==> src/rtl/alu_ctrl_stage.sv <==
// alu_ctrl_stage: registered RV32I decode stage producing ALU control and operand fields
//   clk, rst_n                : clock, asynchronous active-low reset
//   flush                     : drop held and incoming instruction this cycle
//   in_valid/in_ready, instr  : upstream handshake and instruction word
//   out_valid/out_ready       : downstream handshake for the decoded payload
//   alu_ctrl, alu_src_imm, imm, rs1, rs2, rd, reg_write, mem_read, mem_write, branch, illegal
//                             : registered decoded payload
//   illegal_seen              : sticky flag, set when an illegal instruction is accepted
module alu_ctrl_stage #(
    parameter int DATA_W = 32
) (
    input  logic              clk,
    input  logic              rst_n,
    input  logic              flush,
    input  logic              in_valid,
    output logic              in_ready,
    input  logic [DATA_W-1:0] instr,
    output logic              out_valid,
    input  logic              out_ready,
    output logic [3:0]        alu_ctrl,
    output logic              alu_src_imm,
    output logic [DATA_W-1:0] imm,
    output logic [4:0]        rs1,
    output logic [4:0]        rs2,
    output logic [4:0]        rd,
    output logic              reg_write,
    output logic              mem_read,
    output logic              mem_write,
    output logic              branch,
    output logic              illegal,
    output logic              illegal_seen
);
    logic [6:0]        opcode;
    logic [2:0]        f3;
    logic [3:0]        alu_ri;
    logic              f3_ok;
    logic [DATA_W-1:0] imm_i, imm_s, imm_b;
    logic [3:0]        ctrl_d;
    logic              src_d, rw_d, mr_d, mw_d, br_d, ill_d, accept;
    logic [DATA_W-1:0] imm_d;
    logic              out_valid_q, src_q, rw_q, mr_q, mw_q, br_q, ill_q, seen_q;
    logic [3:0]        ctrl_q;
    logic [DATA_W-1:0] imm_q;
    logic [4:0]        rs1_q, rs2_q, rd_q;

    assign opcode = instr[6:0];
    assign f3     = instr[14:12];
    assign imm_i  = {{(DATA_W-12){instr[31]}}, instr[31:20]};
    assign imm_s  = {{(DATA_W-12){instr[31]}}, instr[31:25], instr[11:7]};
    assign imm_b  = {{(DATA_W-13){instr[31]}}, instr[31], instr[7], instr[30:25], instr[11:8], 1'b0};
    // R-type and I-type share the funct3 -> ALU mapping; only R-type ADD honours funct7[5]
    assign alu_ri = f3 == 3'b111 ? 4'b0000 : f3 == 3'b110 ? 4'b0001 : f3 == 3'b011 ? 4'b0111 : 4'b0010;
    assign f3_ok  = f3 == 3'b000 || f3 == 3'b111 || f3 == 3'b110 || f3 == 3'b011;

    always_comb begin
        ctrl_d = 4'b0000;
        src_d  = 1'b0;
        rw_d   = 1'b0;
        mr_d   = 1'b0;
        mw_d   = 1'b0;
        br_d   = 1'b0;
        ill_d  = 1'b1;
        imm_d  = '0;
        case (opcode)
            7'b0110011: if (f3_ok) begin
                ctrl_d = (f3 == 3'b000 && instr[30]) ? 4'b0110 : alu_ri;
                rw_d   = 1'b1;
                ill_d  = 1'b0;
            end
            7'b0010011: if (f3_ok) begin
                ctrl_d = alu_ri;
                src_d  = 1'b1;
                rw_d   = 1'b1;
                imm_d  = imm_i;
                ill_d  = 1'b0;
            end
            7'b0000011: if (f3 == 3'b010) begin
                ctrl_d = 4'b0010;
                src_d  = 1'b1;
                rw_d   = 1'b1;
                mr_d   = 1'b1;
                imm_d  = imm_i;
                ill_d  = 1'b0;
            end
            7'b0100011: if (f3 == 3'b010) begin
                ctrl_d = 4'b0010;
                src_d  = 1'b1;
                mw_d   = 1'b1;
                imm_d  = imm_s;
                ill_d  = 1'b0;
            end
            7'b1100011: if (f3 == 3'b000) begin
                ctrl_d = 4'b0110;
                br_d   = 1'b1;
                imm_d  = imm_b;
                ill_d  = 1'b0;
            end
            default: ;
        endcase
    end

    assign in_ready = !out_valid_q || out_ready;
    assign accept   = in_valid && in_ready && !flush;

    always_ff @(posedge clk or negedge rst_n) begin
        if (!rst_n) begin
            out_valid_q <= 1'b0;
            ctrl_q      <= 4'b0000;
            src_q       <= 1'b0;
            imm_q       <= '0;
            rs1_q       <= 5'd0;
            rs2_q       <= 5'd0;
            rd_q        <= 5'd0;
            rw_q        <= 1'b0;
            mr_q        <= 1'b0;
            mw_q        <= 1'b0;
            br_q        <= 1'b0;
            ill_q       <= 1'b0;
            seen_q      <= 1'b0;
        end else if (flush) begin
            out_valid_q <= 1'b0;
        end else if (accept) begin
            out_valid_q <= 1'b1;
            ctrl_q      <= ctrl_d;
            src_q       <= src_d;
            imm_q       <= imm_d;
            rs1_q       <= instr[19:15];
            rs2_q       <= instr[24:20];
            rd_q        <= instr[11:7];
            rw_q        <= rw_d;
            mr_q        <= mr_d;
            mw_q        <= mw_d;
            br_q        <= br_d;
            ill_q       <= ill_d;
            seen_q      <= seen_q || ill_d;
        end else if (out_ready) begin
            out_valid_q <= 1'b0;
        end
    end

    assign out_valid    = out_valid_q;
    assign alu_ctrl     = ctrl_q;
    assign alu_src_imm  = src_q;
    assign imm          = imm_q;
    assign rs1          = rs1_q;
    assign rs2          = rs2_q;
    assign rd           = rd_q;
    assign reg_write    = rw_q;
    assign mem_read     = mr_q;
    assign mem_write    = mw_q;
    assign branch       = br_q;
    assign illegal      = ill_q;
    assign illegal_seen = seen_q;
endmodule

==> config.mk <==
export PLATFORM = sky130hd
export DESIGN_NAME = alu_ctrl_stage
export DESIGN_NICKNAME = d
export VERILOG_FILES = /design/src/rtl/alu_ctrl_stage.sv
export SDC_FILE = /design/constraint.sdc
export NUM_CORES = 1
export LEC_CHECK = 0
export ABC_AREA = 1
export BUFFER_PORTS_ARGS = -buffer_cell sky130_fd_sc_hd__buf_2
export CAP_MARGIN = 40
export CORE_ASPECT_RATIO = 1.5
export CORE_MARGIN = 2
export CORE_UTILIZATION = 25
export CTS_CLUSTER_SIZE = 14
export DETAILED_ROUTE_END_ITERATION = 16
export PLACE_DENSITY = 0.46
export SLEW_MARGIN = 20
export SYNTH_ARGS = -nofsm -noshare
export SYNTH_HDL_FRONTEND = slang
export SYNTH_SLANG_ARGS = --single-unit
export TNS_END_PERCENT = 50
==> constraint.sdc <==
create_clock -name clk -period 2.3 [get_ports clk]
set_input_delay 0.46 -clock clk [delete_from_list [all_inputs] [get_ports clk]]
set_output_delay 0.46 -clock clk [all_outputs]
set_load 0.03 [all_outputs]
==> metrics.cfg <==
[outcome]
outcome = finished, final reports clean

[global_routing]
grt_usage = 0.128
grt_pass1_vias = 2253
antenna_found_initial = 0
grt_overflow_total = 0
grt_pass1_wl_mm = 11.0
grt_max_degree = 47

[drt]
vias = 2395
drc = 0
drtPass1Iterations = 4
drt-vias-per-instance = 4.35
drt-total-wl_mm = 7.12
wl_per_cell_um = 12.9
drt_iter0_drc = 151
antenna_left = 0

[clocking]
root_buffer = clkbuf_16
cts_tree = built
cts.path.max_buffers = 2
post_cts_buffers = 0
ctsHoldBuffers = 0
insertion_delay_ns = 0.29
cts_resized = 0
cts_sinks = 39
cts_buffers = 5
h-tree-depth = 2
path_clk_slew_ns = 0.06

[worst_setup_path]
worst-path-max-fanout = 21
cp_cell_sequence = buf_2
worst-r2r-cell-count = 7
max_stage_delay_ns = 0.60
crit_arrival_ns = 1.16
cp-end-kind = output port
worst-path-stages = 1
worstPathRequired_ns = 1.84
crit_type = reg2out
cp_top_family = flip-flops
crit_buf_inv = 1
slowest_stage = dfrtp_1
crit_path_start_kind = flip-flop

[sta]
worstMarginPinSlew_ns = 0.530
setup_viol = 0
max_freq_mhz = 616
fin_setup_tns_ns = 0
grt_setup_unrepaired = no
final.setup_skew_ns = 0.00442
drv_slew = 0
hold_viol = 0
period_needed_ns = 1.62
fin_crit_sh = 0.705
slew_headroom = 0.647

[floorplan]
rows = 45
initial_core_util = 0.256
coreArea_um2 = 10100
die_h_um = 128
die_w_um = 86.9
die_area_um2 = 11200
ioPinCount = 97

[yosys]
yosys-top-cells-area = dfrtp_1 (38%), nand2_1 (22%), buf_4 (6.4%), nor2_1 (5.4%), nand3_2 (3.9%)
synth_area_per_cell_um2 = 7.14
yosys.area.top_type = dfrtp_1
syn_area_um2 = 2580
yosysWarnings = 0
syn_nets = 398
synth_cell_types = 25
synth_top_area_share = 0.378
ys_seq_area_frac = 0.378
postSynthCellCount = 361
ys_ff_latch = 39

[min_path]
worstHoldPathType = in2async

[placed_design]
place_area_um2 = 2970
gp_congestion = 0.790
place.detailed.hpwl_mm = 5.06
io_buffers = 95
dp_cells = 542

[pwr]
p_sw_frac = 0.314
power_density_nw_per_um2 = 580
switchingPower_w = 0.000566
comb_power_share = 0.201
ir_drop_mv = 0.246
power_frac_clock = 0.379
power_leakage_nw = 1.97
internal_power_w = 0.00124
seqPwrFrac = 0.421

[finish]
final_common_cell = nand2_1
nets = 469
stdcell_area_um2 = 3110
layout.core_utilization = 0.308
layout_common_cells = nand2_1 (148), buf_2 (95), dfrtp_1 (39)
synthToLayoutAreaGrowth_pct = 20.5
drive_gt1_frac = 0.316
fin_cells = 550
diodes = 0

[job]
drv_cap = 0

==> area by class of cell <==
| type | count | area [um^2] |
|---|---|---|
| timing repair buffer | 98 | 510 |
| clock buffer | 7 | 133 |
| inverter | 32 | 120 |
| tap | 117 | 146 |
| multi-input combinational | 256 | 1220 |
| clock inverter | 1 | 5.00 |
| sequential | 39 | 976 |
| fill | 1104 | 6970 |
==> power by group through the flow <==
stage | Clock [W] | Combinational, W | Sequential [W]
after floorplan | 0 | 0.000137 | 0.000864
after global placement | 0 | 0.000365 | 0.000770
after detailed placement | 0 | 0.000367 | 0.000772
after CTS | 0.000711 | 0.000368 | 0.000759
after global routing | 0.000725 | 0.000396 | 0.000763
final | 0.000682 | 0.000362 | 0.000758
==> logic make-up (layout without fill, tap and decap cells) <==
| kind of cell | count (synthesis) | after routing | synth area share |
|---|---|---|---|
| compound gates | 30 | 30 | 0.0699 |
| simple gates | 225 | 225 | 0.401 |
| flops | 39 | 39 | 0.378 |
| other cells | 1 | 1 | 0.00145 |
| buf+inv | 66 | 138 | 0.149 |
==> registers in the layout, summed over array words and instances (netlist names) <==
register      cells
imm              13
rd                5
rs1               5
rs2               5
alu_ctrl          3
alu_src_imm       1
branch            1
illegal           1
illegal_seen      1
mem_read          1
mem_write         1
out_valid         1
reg_write         1
==> stage by stage <==
step	power (W)	setup WS [ns]	hold WS (ns)
floorplan	0.00100	0.794	0.164
global placement	0.00113	0.639	0.450
detailed placement	0.00114	0.617	0.456
CTS	0.00184	0.636	0.161
global route	0.00188	0.540	0.186
finish	0.00180	0.678	0.146
==> final timing paths <==
path	start	end	slack, ns
max	imm[30]	imm[29]	0.68
min in group clk	flush	out_valid	0.37
min reg2reg	rs1[3]	rs1[3]	0.47
max in group asynchronous	rst_n	mem_write	1.49
max reg2reg	out_valid	imm[1]	0.91
min	rst_n	imm[5]	0.15
==> cell usage after synthesis, drive strengths merged <==
cell type  count
a21oi          3
buf           31
clkbuf         3
conb           1
dfrtp         39
inv           32
nand2        154
nand3         23
nand4          2
nor2          45
nor3           1
o21ai         15
o21bai        12
==> routing by layer <==
layer / GRT usage / share of wire
met5: 0 / 0
met2: 0.228 / 0.51
met4: 0.0469 / 0.016
met1: 0.149 / 0.42
met3: 0.0257 / 0.052
(Power assumes the default switching activity.)
